### src/rtl/bus_arbiter.sv
// Four-master round-robin bus arbiter with active-low requests and grants.
// Ownership rotates on release, or when an owner overstays MAX_HOLD while another master waits.
module bus_arbiter #(
    parameter int MAX_HOLD = 16,
    parameter int CNT_W    = 8
) (
    input  logic       clk,
    input  logic       reset_,
    input  logic       m0_req_,
    input  logic       m1_req_,
    input  logic       m2_req_,
    input  logic       m3_req_,
    output logic       m0_grnt_,
    output logic       m1_grnt_,
    output logic       m2_grnt_,
    output logic       m3_grnt_,
    output logic       bus_busy,
    output logic [1:0] owner
);

    typedef enum logic {
        IDLE  = 1'b0,
        GRANT = 1'b1
    } state_t;

    // With preemption enabled the counter parks at MAX_HOLD, so the
    // equality test keeps firing until another master shows up.
    localparam logic [CNT_W-1:0] HOLD_SAT = (MAX_HOLD == 0) ? {CNT_W{1'b1}} : CNT_W'(MAX_HOLD);

    state_t           state_q, state_d;
    logic [1:0]       owner_q, owner_d;
    logic [CNT_W-1:0] hold_q, hold_d;
    logic [3:0]       grnt_q, grnt_d;

    logic [3:0] req;
    logic       other_found;
    logic [1:0] other_idx;
    logic       any_found;
    logic [1:0] any_idx;
    logic       own_req;
    logic       preempt;

    assign req = ~{m3_req_, m2_req_, m1_req_, m0_req_};

    always_comb begin
        other_found = 1'b0;
        other_idx   = owner_q;
        for (int i = 3; i >= 1; i--) begin
            if (req[owner_q + 2'(i)]) begin
                other_found = 1'b1;
                other_idx   = owner_q + 2'(i);
            end
        end
        own_req   = req[owner_q];
        any_found = other_found | own_req;
        any_idx   = other_found ? other_idx : owner_q;
        preempt   = (MAX_HOLD != 0) && (hold_q == HOLD_SAT) && other_found;
    end

    always_comb begin
        state_d = state_q;
        owner_d = owner_q;
        hold_d  = hold_q;
        grnt_d  = grnt_q;
        case (state_q)
            IDLE: begin
                if (any_found) begin
                    state_d = GRANT;
                    owner_d = any_idx;
                    hold_d  = CNT_W'(1);
                    grnt_d  = ~(4'b0001 << any_idx);
                end
            end
            GRANT: begin
                if ((!own_req && other_found) || preempt) begin
                    owner_d = other_idx;
                    hold_d  = CNT_W'(1);
                    grnt_d  = ~(4'b0001 << other_idx);
                end else if (!own_req) begin
                    state_d = IDLE;
                    hold_d  = '0;
                    grnt_d  = 4'hF;
                end else if (hold_q != HOLD_SAT) begin
                    hold_d = hold_q + CNT_W'(1);
                end
            end
            default: begin
                state_d = IDLE;
                grnt_d  = 4'hF;
            end
        endcase
    end

    always_ff @(posedge clk or negedge reset_) begin
        if (!reset_) begin
            state_q <= IDLE;
            owner_q <= 2'd3;
            hold_q  <= '0;
            grnt_q  <= 4'hF;
        end else begin
            state_q <= state_d;
            owner_q <= owner_d;
            hold_q  <= hold_d;
            grnt_q  <= grnt_d;
        end
    end

    assign {m3_grnt_, m2_grnt_, m1_grnt_, m0_grnt_} = grnt_q;
    assign bus_busy = (state_q == GRANT);
    assign owner    = owner_q;

endmodule

### config.mk
export PLATFORM = sky130hd
export DESIGN_NAME = bus_arbiter
export DESIGN_NICKNAME = d
export VERILOG_FILES = /design/src/rtl/bus_arbiter.sv
export SDC_FILE = /design/constraint.sdc
export NUM_CORES = 1
export LEC_CHECK = 0
export ABC_AREA = 1
export CORE_MARGIN = 10
export CORE_UTILIZATION = 54
export CTS_CLUSTER_SIZE = 24
export DETAILED_ROUTE_END_ITERATION = 12
export GPL_TIMING_DRIVEN = 0
export PLACE_DENSITY = 0.77
export REMOVE_ABC_BUFFERS = 1
export SLEW_MARGIN = 20
export SYNTH_ARGS = -nofsm -noshare
export SYNTH_HDL_FRONTEND = slang
export SYNTH_SLANG_ARGS = --single-unit
### constraint.sdc
create_clock -name clk -period 5.05 [get_ports clk]
set_input_delay 1.01 -clock clk [delete_from_list [all_inputs] [get_ports clk]]
set_output_delay 1.01 -clock clk [all_outputs]
set_load 0.1 [all_outputs]
==> flow_summary.json, run 1 <==
{
  "rows": 16,
  "routed_wl_microns": 2290,
  "syn_area_sq_mm": 0.00114,
  "met2_usage_pct": 17.9,
  "p_leak_uw": 0.000625,
  "busiest_layer": "met2",
  "crit_arrival_ps": 2180,
  "worst_clock_skew_ps": 3.76,
  "hold_buffers": 0,
  "vias": 1039,
  "die_area_sq_mm": 0.00434,
  "place.gp.congestion": 0.845,
  "antenna_found_initial": 0,
  "grt_pass1_wl_microns": 4130,
  "ant_nets": 0,
  "cp-end-kind": "primary output",
  "io_buffers": 12,
  "cts_max_level": 1,
  "min_path_cells": 2,
  "fin_crit_sh_pct": 63.3,
  "placeableCoreArea_sq_mm": 0.00198,
  "hold_viol": 0,
  "p_clk_share_pct": 8.3,
  "rr_startpoint": "owner[0]",
  "wl_per_cell_microns": 11.2,
  "dp_cells": 201,
  "maxCapViolations": 0,
  "num_antenna_cells": 0,
  "clk_root_buffer_cell": "clkbuf_4",
  "cp.required_ps": 4040,
  "avgViaCountPerCell": 5.07,
  "die_w_microns": 65.9,
  "status": "complete, no violations",
  "ys_ff_latch": 15,
  "fin_nets": 187,
  "swShare_pct": 58.0,
  "worst-r2r-cell-count": 10,
  "clock_latency_ps": 290,
  "irDropWorstVdd_mv": 0.476,
  "grtUsageMet1_pct": 15.3,
  "drc": 0,
  "numCtsBuffers": 3,
  "die_y_microns": 65.9,
  "path_class": "reg2out",
  "final_cells": 205,
  "setup_tns_ps": 0,
  "cts_resized": 0,
  "fmax_mhz": 313,
  "grt_remaining_overflow": 0,
  "dpl.hpwl_microns": 1850,
  "cts.sinks": 15,
  "ys_warn_count": 0,
  "power.density_cell_area_mw_per_mm2": 663,
  "start_kind": "flip-flop",
  "clockBufferDepth": 2,
  "crit_path_max_fanout": 11,
  "report.final.slew_viol_count": 0,
  "syn_avg_cell_area_sq_um": 6.98,
  "clkTransAtPathRegs_ps": 90,
  "drt_iter0_markers": 51,
  "min_to": "grnt_q[0]",
  "critPathBufInv": 1,
  "crit_chain": "clkdlybuf4s50_1",
  "rsz0062_at_grt": "no",
  "synth_cell_type_count": 25,
  "drive_above_1_share_pct": 20.2,
  "slowest_delay_ps": 1190,
  "timing.rr.end": "owner[1]",
  "r2r_setup_slack_ps": 3220,
  "post_cts_buffers": 0,
  "grt_max_degree": 16,
  "grt.total_usage_pct": 11.7,
  "ioPinCount": 13,
  "seq_area_frac_synth_pct": 33.7,
  "critical_path.top_delay_family": "buffers and inverters",
  "combPwrFrac_pct": 67.4,
  "syn_to_final_growth_pct": 15.0,
  "cts_tree": "built",
  "first_global_vias": 970,
  "tightest_slew_ps": 979,
  "cpMaxStageDelayCell": "clkdlybuf4s50_1",
  "netlist_instances": 163,
  "dr.pass1.iters": 4,
  "internal_power_uw": 364,
  "hold_class": "reg2reg",
  "slew_headroom_pct": 34.5,
  "power_frac_seq_pct": 24.2,
  "p_switching_uw": 503,
  "min_period_ps": 3190,
  "min_from": "grnt_q[0]",
  "setup_viol": 0,
  "final_cell_mix": "nand2_1 (48), nor2_1 (24), nand3_1 (16), inv_1 (13)",
  "start_util_pct": 57.4,
  "met3_usage_pct": 2.37,
  "final_common_cell": "nand2_1"
}
## layer usage
metal / vias to the layer above / wire, microns
li1: 556 / -
met1: 465 / 1120
met2: 14 / 1050
met3: 4 / 81
met4: 0 / 36
met5: - / 0
## power groups by stage
stage / sequential [uW] / combinational (uW) / clock [uW]
global placement: 210 / 573 / 0
CTS: 210 / 590 / 72.6
finish: 210 / 585 / 72.4
global route: 219 / 661 / 77.0
detailed placement: 212 / 587 / 0
floorplan: 314 / 371 / 0
## synth_stat cells
cell type / n / share of area [%]
buf_6: 1 / 0.99
dfrtp_1: 9 / 20
dfstp_2: 6 / 14
ha_1: 2 / 2.2
inv_1: 13 / 4.3
inv_2: 1 / 0.33
inv_4: 1 / 0.55
inv_8: 1 / 0.99
nand2_1: 48 / 16
nand2_2: 12 / 6.6
nand2_4: 1 / 0.99
nand3_1: 16 / 7.0
nand3_2: 1 / 0.88
nand4_1: 3 / 1.7
nor2_1: 24 / 7.9
nor2_2: 2 / 1.1
nor2_4: 1 / 0.99
nor3b_1: 2 / 1.3
o2111ai_1: 1 / 0.77
o211ai_1: 2 / 1.3
o21ai_0: 7 / 3.1
o21ai_2: 5 / 3.9
o21ai_4: 1 / 1.4
o31ai_1: 1 / 0.66
xor2_1: 2 / 1.5
## worst max-delay path by stage
stage,start,to,slack [ps],depth (start not counted)
floorplan,owner[0],hold_q[0],3010,9
global placement,owner[0],owner[0],2180,1
detailed placement,owner[0],owner[0],2160,1
CTS,owner[0],owner[0],1840,1
global route,owner[0],owner[0],1800,1
finish,owner[0],owner[0],1860,1
## stage by stage
stage	hold WS (ps)	total power (uW)	utilization (%)	area [sq um]	setup slack [ps]
after detailed placement	495	799	64.6	1280	2160
after global placement	492	783	64.6	1280	2180
final	506	867	66.0	1310	1860
after global routing	540	957	66.0	1310	1800
after floorplan	475	685	-	1130	3010
after CTS	509	873	66.0	1310	1840
## logic make-up (layout without fill, tap and decap cells)
family / Yosys count / after routing / synth area share [%]
AOI/OAI and AO/OA: 17 / 17 / 11.1
buffers and inverters: 17 / 32 / 7.15
xor gates and xnor gates: 2 / 2 / 1.54
and+or+nand+nor: 110 / 110 / 44.3
DFF: 15 / 15 / 33.7
adders and majority gates: 2 / 2 / 2.20
## sequential cells by signal (all words and copies together), names as in the netlist
| signal | count |
|---|---|
| owner | 2 |
| hold_q | 8 |
| grnt_q | 4 |
| bus_busy | 1 |
## layout make-up
| cell class | count | area, sq um |
|---|---|---|
| multi-input cells | 131 | 673 |
| inverters | 16 | 70.1 |
| fillers | 161 | 674 |
| flip-flops and latches | 15 | 383 |
| clock inverters | 1 | 5.00 |
| clock buffers | 3 | 22.5 |
| repair buffers | 12 | 120 |
| well taps | 27 | 33.8 |
## worst reg2reg max path, stage by stage (launching register included)
cell and delay, ps:
dfstp_2 700, nand2_1 130, nand2_2 120, nand2_1 70, nand2_2 140, nor2_2 60, nor2_1 190, nor2_2 80
nor2_4 110, nand2_1 50, o21ai_0 90
Power figures use the tool's default switching activity.
==> run 2: changes to the inputs <==
==> constraint.sdc (replaced) <==
create_clock -name clk -period 3.3 [get_ports clk]
set_input_delay 0.66 -clock clk [delete_from_list [all_inputs] [get_ports clk]]
set_output_delay 0.66 -clock clk [all_outputs]
set_load 0.1 [all_outputs]
==> results of run 2 <==
Same layout as run 1 (identical final DEF). Status: complete, no violations.
Among the figures that moved: setup slack after placement 2160 ps -> 765 ps; setup slack after layout 1860 ps -> 455 ps; register-to-register setup slack 3220 ps -> 1470 ps; total power 867 uW -> 1330 uW; worst IR drop on VDD 0.476 mV -> 0.728 mV
